`config.mk`:
```
export PLATFORM = sky130hd
export DESIGN_NAME = matmul_sequencer_flat
export DESIGN_NICKNAME = d
export VERILOG_FILES = /design/src/rtl/matmul_sequencer_if.sv /design/src/rtl/matmul_sequencer.sv /design/src/flat_wrapper.sv
export SDC_FILE = /design/constraint.sdc
export NUM_CORES = 1
export LEC_CHECK = 0
export CORE_MARGIN = 1.5
export CORE_UTILIZATION = 45
export DETAILED_ROUTE_END_ITERATION = 16
export HOLD_SLACK_MARGIN = 0.02
export PLACE_DENSITY_LB_ADDON = 0.12
export REMOVE_ABC_BUFFERS = 1
export SETUP_SLACK_MARGIN = 0.02
export SYNTH_ARGS = -nofsm -noshare
export SYNTH_HDL_FRONTEND = slang
export SYNTH_SLANG_ARGS = --single-unit
export TNS_END_PERCENT = 1
```
`constraint.sdc`:
```
create_clock -name clk -period 2.95 [get_ports clk]
set_input_delay 0.885 -clock clk [delete_from_list [all_inputs] [get_ports clk]]
set_output_delay 0.885 -clock clk [all_outputs]
set_load 0.01 [all_outputs]
```
`src/rtl/matmul_sequencer_if.sv`:
```
// Handshake and datapath-control bundle between the instruction decoder side and the
// matmul sequencer: start/abort in, memory read, array and result-select controls out.
interface matmul_sequencer_if;
  logic       start;
  logic       abort;
  logic [3:0] mema_read_enable;
  logic [7:0] mema_read_elem;
  logic [3:0] memb_read_enable;
  logic [7:0] memb_read_elem;
  logic       array_write_enable;
  logic [1:0] array_output_row;
  logic [1:0] array_output_col;
  logic       result_valid;
  logic       busy;
  logic       done;

  modport master (
    output start, abort,
    input  mema_read_enable, mema_read_elem, memb_read_enable, memb_read_elem,
    input  array_write_enable, array_output_row, array_output_col,
    input  result_valid, busy, done
  );

  modport slave (
    input  start, abort,
    output mema_read_enable, mema_read_elem, memb_read_enable, memb_read_elem,
    output array_write_enable, array_output_row, array_output_col,
    output result_valid, busy, done
  );
endinterface

```
`src/rtl/matmul_sequencer.sv`:
```
// Sequences one 4x4 systolic matrix multiply: skewed operand feed, accumulate drain,
// then a row-major sweep of the result select. Every output is registered.
module matmul_sequencer #(
  parameter int DIM       = 4,
  parameter int DRAIN_CYC = 4,
  parameter int HOLD_CYC  = 1
) (
  input  logic                clk,
  input  logic                rst_n,
  matmul_sequencer_if.slave   bus
);

  localparam int FEED_LAST = 2*DIM - 2;
  localparam int SLOTS     = DIM*DIM;
  localparam int CNT_W     = $clog2(FEED_LAST + DRAIN_CYC + SLOTS + 1);
  localparam int HOLD_W    = $clog2(HOLD_CYC + 1);

  typedef enum logic [2:0] {
    S_IDLE,
    S_FEED,
    S_DRAIN,
    S_READOUT,
    S_DONE
  } state_t;

  state_t            state, state_d;
  logic [CNT_W-1:0]  cnt, cnt_d;
  logic [HOLD_W-1:0] hold, hold_d;

  logic [3:0] rd_en_q, rd_en_d;
  logic [7:0] rd_elem_q, rd_elem_d;
  logic       we_q, we_d;
  logic [1:0] row_q, row_d;
  logic [1:0] col_q, col_d;
  logic       valid_q, valid_d;
  logic       busy_q, busy_d;
  logic       done_q, done_d;

  always_comb begin
    state_d = state;
    cnt_d   = cnt;
    hold_d  = hold;
    case (state)
      S_IDLE: begin
        if (bus.start && !bus.abort) begin
          state_d = S_FEED;
          cnt_d   = '0;
        end
      end
      S_FEED: begin
        if (cnt == CNT_W'(FEED_LAST)) begin
          state_d = S_DRAIN;
          cnt_d   = '0;
        end else begin
          cnt_d = cnt + CNT_W'(1);
        end
      end
      S_DRAIN: begin
        if (cnt == CNT_W'(DRAIN_CYC - 1)) begin
          state_d = S_READOUT;
          cnt_d   = '0;
          hold_d  = '0;
        end else begin
          cnt_d = cnt + CNT_W'(1);
        end
      end
      S_READOUT: begin
        if (hold == HOLD_W'(HOLD_CYC - 1)) begin
          hold_d = '0;
          if (cnt == CNT_W'(SLOTS - 1)) begin
            state_d = S_DONE;
            cnt_d   = '0;
          end else begin
            cnt_d = cnt + CNT_W'(1);
          end
        end else begin
          hold_d = hold + HOLD_W'(1);
        end
      end
      S_DONE: begin
        state_d = S_IDLE;
        cnt_d   = '0;
      end
      default: begin
        state_d = S_IDLE;
        cnt_d   = '0;
        hold_d  = '0;
      end
    endcase

    if (state != S_IDLE && bus.abort) begin
      state_d = S_IDLE;
      cnt_d   = '0;
      hold_d  = '0;
    end

    // Outputs are decoded from the next state so they land in registers on the same edge.
    rd_en_d   = '0;
    rd_elem_d = '0;
    we_d      = 1'b0;
    row_d     = '0;
    col_d     = '0;
    valid_d   = 1'b0;
    busy_d    = 1'b0;
    done_d    = 1'b0;
    case (state_d)
      S_FEED: begin
        we_d   = 1'b1;
        busy_d = 1'b1;
        for (int i = 0; i < DIM; i++) begin
          if (int'(cnt_d) >= i && int'(cnt_d) <= i + DIM - 1) begin
            rd_en_d[i]         = 1'b1;
            rd_elem_d[2*i +: 2] = 2'(int'(cnt_d) - i);
          end
        end
      end
      S_DRAIN: begin
        we_d   = 1'b1;
        busy_d = 1'b1;
      end
      S_READOUT: begin
        busy_d         = 1'b1;
        valid_d        = 1'b1;
        {row_d, col_d} = 4'(cnt_d);
      end
      S_DONE: begin
        done_d = 1'b1;
      end
      default: begin
      end
    endcase
  end

  always_ff @(posedge clk or negedge rst_n) begin
    if (!rst_n) begin
      state     <= S_IDLE;
      cnt       <= '0;
      hold      <= '0;
      rd_en_q   <= '0;
      rd_elem_q <= '0;
      we_q      <= 1'b0;
      row_q     <= '0;
      col_q     <= '0;
      valid_q   <= 1'b0;
      busy_q    <= 1'b0;
      done_q    <= 1'b0;
    end else begin
      state     <= state_d;
      cnt       <= cnt_d;
      hold      <= hold_d;
      rd_en_q   <= rd_en_d;
      rd_elem_q <= rd_elem_d;
      we_q      <= we_d;
      row_q     <= row_d;
      col_q     <= col_d;
      valid_q   <= valid_d;
      busy_q    <= busy_d;
      done_q    <= done_d;
    end
  end

  // A and B share one skew pattern: row i of A meets column i of B.
  assign bus.mema_read_enable   = rd_en_q;
  assign bus.mema_read_elem     = rd_elem_q;
  assign bus.memb_read_enable   = rd_en_q;
  assign bus.memb_read_elem     = rd_elem_q;
  assign bus.array_write_enable = we_q;
  assign bus.array_output_row   = row_q;
  assign bus.array_output_col   = col_q;
  assign bus.result_valid       = valid_q;
  assign bus.busy               = busy_q;
  assign bus.done               = done_q;

endmodule

```
`src/flat_wrapper.sv`:
```
// flat-port wrapper written by rule: the top's interface ports become plain ports
module matmul_sequencer_flat 
#(
  parameter int DIM       = 4,
  parameter int DRAIN_CYC = 4,
  parameter int HOLD_CYC  = 1
)
  (clk, rst_n, bus_start, bus_abort, bus_mema_read_enable, bus_mema_read_elem, bus_memb_read_enable, bus_memb_read_elem, bus_array_write_enable, bus_array_output_row, bus_array_output_col, bus_result_valid, bus_busy, bus_done);
  matmul_sequencer_if bus_i ();
  input  logic clk;
  input  logic rst_n;
  input wire logic [$bits(bus_i.start)-1:0] bus_start;
  input wire logic [$bits(bus_i.abort)-1:0] bus_abort;
  output wire logic [$bits(bus_i.mema_read_enable)-1:0] bus_mema_read_enable;
  output wire logic [$bits(bus_i.mema_read_elem)-1:0] bus_mema_read_elem;
  output wire logic [$bits(bus_i.memb_read_enable)-1:0] bus_memb_read_enable;
  output wire logic [$bits(bus_i.memb_read_elem)-1:0] bus_memb_read_elem;
  output wire logic [$bits(bus_i.array_write_enable)-1:0] bus_array_write_enable;
  output wire logic [$bits(bus_i.array_output_row)-1:0] bus_array_output_row;
  output wire logic [$bits(bus_i.array_output_col)-1:0] bus_array_output_col;
  output wire logic [$bits(bus_i.result_valid)-1:0] bus_result_valid;
  output wire logic [$bits(bus_i.busy)-1:0] bus_busy;
  output wire logic [$bits(bus_i.done)-1:0] bus_done;
  assign bus_i.start = bus_start;
  assign bus_i.abort = bus_abort;
  assign bus_mema_read_enable = bus_i.mema_read_enable;
  assign bus_mema_read_elem = bus_i.mema_read_elem;
  assign bus_memb_read_enable = bus_i.memb_read_enable;
  assign bus_memb_read_elem = bus_i.memb_read_elem;
  assign bus_array_write_enable = bus_i.array_write_enable;
  assign bus_array_output_row = bus_i.array_output_row;
  assign bus_array_output_col = bus_i.array_output_col;
  assign bus_result_valid = bus_i.result_valid;
  assign bus_busy = bus_i.busy;
  assign bus_done = bus_i.done;
  matmul_sequencer #(.DIM(DIM), .DRAIN_CYC(DRAIN_CYC), .HOLD_CYC(HOLD_CYC)) u_core (.clk(clk), .rst_n(rst_n), .bus(bus_i));
endmodule
```
==> qor.yml <==
status: "complete, no violations"
io-pin-count: 36
swShare: 0.3714
grt_pass1_vias: 1151
yosysUniqueCellTypes: 46
p_int_mw: 1.167
total_power_mw: 1.857
drt_iter0_markers: 52
fp.dieArea_sq_um: 3598
fin_skew_ps: 10.30
clockPowerShare: 0.134
crit_chain: "ha_1 > or4b_4 > a22oi_1 > a221o_1 > inv_2 > ha_1 > or3_1 > a21oi_1 > a21oi_1"
seqPwrFrac: 0.294
clockBufferDepth: 2
cts_resized: 0
rows: 20
die_w_um: 59.99
cts_tree: "built"
first_pass_iters: 4
numCtsBuffers: 3
critPathMaxStageDelay_ps: 500
ctsHoldBuffers: 0
arrival_ps: 2980
cts_root_buffer: "clkbuf_4"
critPathMaxFanout: 4
dr_total_vias: 1136
timing.fmax_mhz: 362.4
period_needed_ps: 2760
drtAntennaViolNets: 0
drive_above_1_share: 0.1730
cts_setup_buffers: 0
netlist_area_sq_um: 1461
tightest_slew_ps: 380.1
crit_buf_inv: 1
final_cells: 229
grt_pass1_wl_um: 5023
p_per_area_nw_per_um2: 949.4
finalWirelength_um: 2909
rsz0062_at_grt: "false"
synthArstFlopShare: 1.000
crit_path_start_kind: "flop"
synth_area_per_cell_sq_um: 10.22
hold_viol_final: 0
area_growth_pct: 33.82
worst-setup-path-type: "flop to flop"
dp_hpwl_um: 2221
drc: 0
core_sq_um: 3078
yosys_warnings: 0
drv_slew: 0
wl_per_cell_um: 12.70
synth_ff_type: "dfrtp_1"
min_period_over_period: 0.9354
path_delay_family: "simple AND/OR/NAND/NOR gates"
min_path_type: "flop to flop"
cts_sinks: 28
leakage_nw: 0.9095
antenna_cells: 0
slew_headroom: 0.7447
antenna_found_initial: 0
ys_seq_elements: 28
synth_edf_count: 0
htreeDepth: 1
die_h_um: 59.99
required_ps: 3170
insertion_delay_ps: 330
ir_worst_vdd_mv: 0.5386
port_buffers: 35
p_comb_frac: 0.572
setup_viol: 0
p_switching_uw: 689.6
synthesis.instances: 143
grt_max_degree: 29
layout.nets: 197
start_util: 0.4748
crit_path_end_kind: "flop"
track_usage: 0.1882
place_inst: 224
clk_pin_slew_ps: 150
slowest_stage: "or4b_4"
place.gp.congestion: 0.8530
overflow: 0
ys_seq_area_frac: 0.4795
cap_violations: 0
vias_per_cell: 4.961
-- cell type report --
| class | instances | area (sq um) |
|---|---|---|
| clock buffers | 3 | 22.52 |
| clock inverters | 1 | 30.03 |
| fillers | 275 | 1122 |
| inverters | 10 | 37.54 |
| multi-input cells | 89 | 616.8 |
| flip-flops and latches | 28 | 700.7 |
| well taps | 44 | 55.05 |
| repair buffers | 54 | 493.0 |
-- power groups by stage --
stage / combinational (mW) / clock [mW] / sequential, mW
final: 1.06 / 0.249 / 0.546
after global routing: 1.19 / 0.270 / 0.559
after CTS: 1.05 / 0.255 / 0.548
after detailed placement: 1.04 / 0 / 0.557
after global placement: 1.04 / 0 / 0.551
after floorplan: 0.482 / 0 / 0.598
-- worst register-to-register path: stages, from the launching register on --
cell,delay [ps]
dfrtp_1,420
ha_1,210
or4b_4,500
a22oi_1,250
a221o_1,280
inv_2,60
ha_1,200
or3_1,380
a21oi_1,220
a21oi_1,120
-- synthesized netlist by cell type, drive strengths merged, types with 2 or more instances --
cell,instances,share of area
nor2,15,0.040
nor2b,5,0.021
nor4b,2,0.012
nor3,4,0.014
clkbuf,3,0.0077
o32ai,2,0.012
a21oi,6,0.021
ha,7,0.060
xnor2,2,0.012
buf,13,0.065
dfrtp,28,0.48
o21ai,4,0.014
and2,3,0.013
inv,10,0.026
or2,2,0.0086
nand2,7,0.018
or3b,2,0.012
nand3,4,0.014
a221oi,2,0.016
-- cells by family after synthesis --
family / share of synthesized area
simple gates: 0.2201
flops: 0.4795
buf+inv: 0.09846
compound gates: 0.1301
fa+ha+maj: 0.05993
xor+xnor: 0.01199
-- layout by cell type (no fill, tap or decap), types with 2 or more instances in the layout --
| cell | Yosys | final |
|---|---|---|
| clkdlybuf4s50_1 | 0 | 35 |
| o21ai_0 | 3 | 3 |
| nor2b_1 | 5 | 5 |
| or3b_1 | 2 | 2 |
| nor2_1 | 14 | 14 |
| and2_1 | 3 | 3 |
| nand3_1 | 4 | 4 |
| ha_1 | 7 | 7 |
| buf_4 | 12 | 19 |
| inv_1 | 8 | 8 |
| nor3_1 | 4 | 4 |
| clkbuf_4 | 0 | 3 |
| or2_2 | 2 | 2 |
| dfrtp_1 | 28 | 28 |
| nor4b_1 | 2 | 2 |
| xnor2_1 | 2 | 2 |
| inv_2 | 2 | 2 |
| a21oi_1 | 6 | 6 |
| o32ai_1 | 2 | 2 |
| nand2_1 | 7 | 7 |
-- stage by stage --
| stage | instance area, sq um | setup TNS (ps) | hold WS [ps] | setup slack (ps) | util |
|---|---|---|---|---|---|
| global placement | 1896 | -720.1 | 685.3 | -132.3 | 0.6159 |
| detailed placement | 1896 | -826.6 | 682.5 | -139.7 | 0.6159 |
| floorplan | 1355 | 0 | 589.4 | 244.2 | - |
| CTS | 1948 | 0 | 702.8 | 157.4 | 0.6329 |
| global route | 1956 | 0 | 743.5 | 18.94 | 0.6354 |
| finish | 1956 | 0 | 706.5 | 190.4 | 0.6354 |
-- worst paths after layout --
kind / from / to / slack [ps] / cells past startpoint
min in group asynchronous: rst_n / u_core.state[2] / 900 / 2
setup reg to reg: u_core.cnt[0] / u_core.bus.mema_read_elem[3] / 190 / 9
setup / recovery: u_core.cnt[0] / u_core.bus.mema_read_elem[3] / 190 / 9
max in group asynchronous: rst_n / u_core.bus.mema_read_enable[3] / 1790 / 2
hold / removal: u_core.state[0] / u_core.bus.array_output_col[1] / 710 / 2
hold reg to reg: u_core.state[0] / u_core.bus.array_output_col[1] / 710 / 2
-- flip-flops by register name, summed over array words and instances, names as in the netlist --
signal	cells
u_core.bus.mema_read_elem	8
u_core.cnt	5
u_core.bus.mema_read_enable	4
u_core.state	3
u_core.bus.array_output_col	2
u_core.bus.array_output_row	2
u_core.bus.array_write_enable	1
u_core.bus.busy	1
u_core.bus.done	1
u_core.bus.result_valid	1
-- layer usage --
layer,GRT usage,part of all wire,vias to the layer above
li1,-,-,569
met1,0.2455,0.47,537
met2,0.3152,0.49,26
met3,0.02597,0.028,4
met4,0.07302,0.013,0
met5,0,0,-
Note: power is estimated with default switching activity, not from simulation.
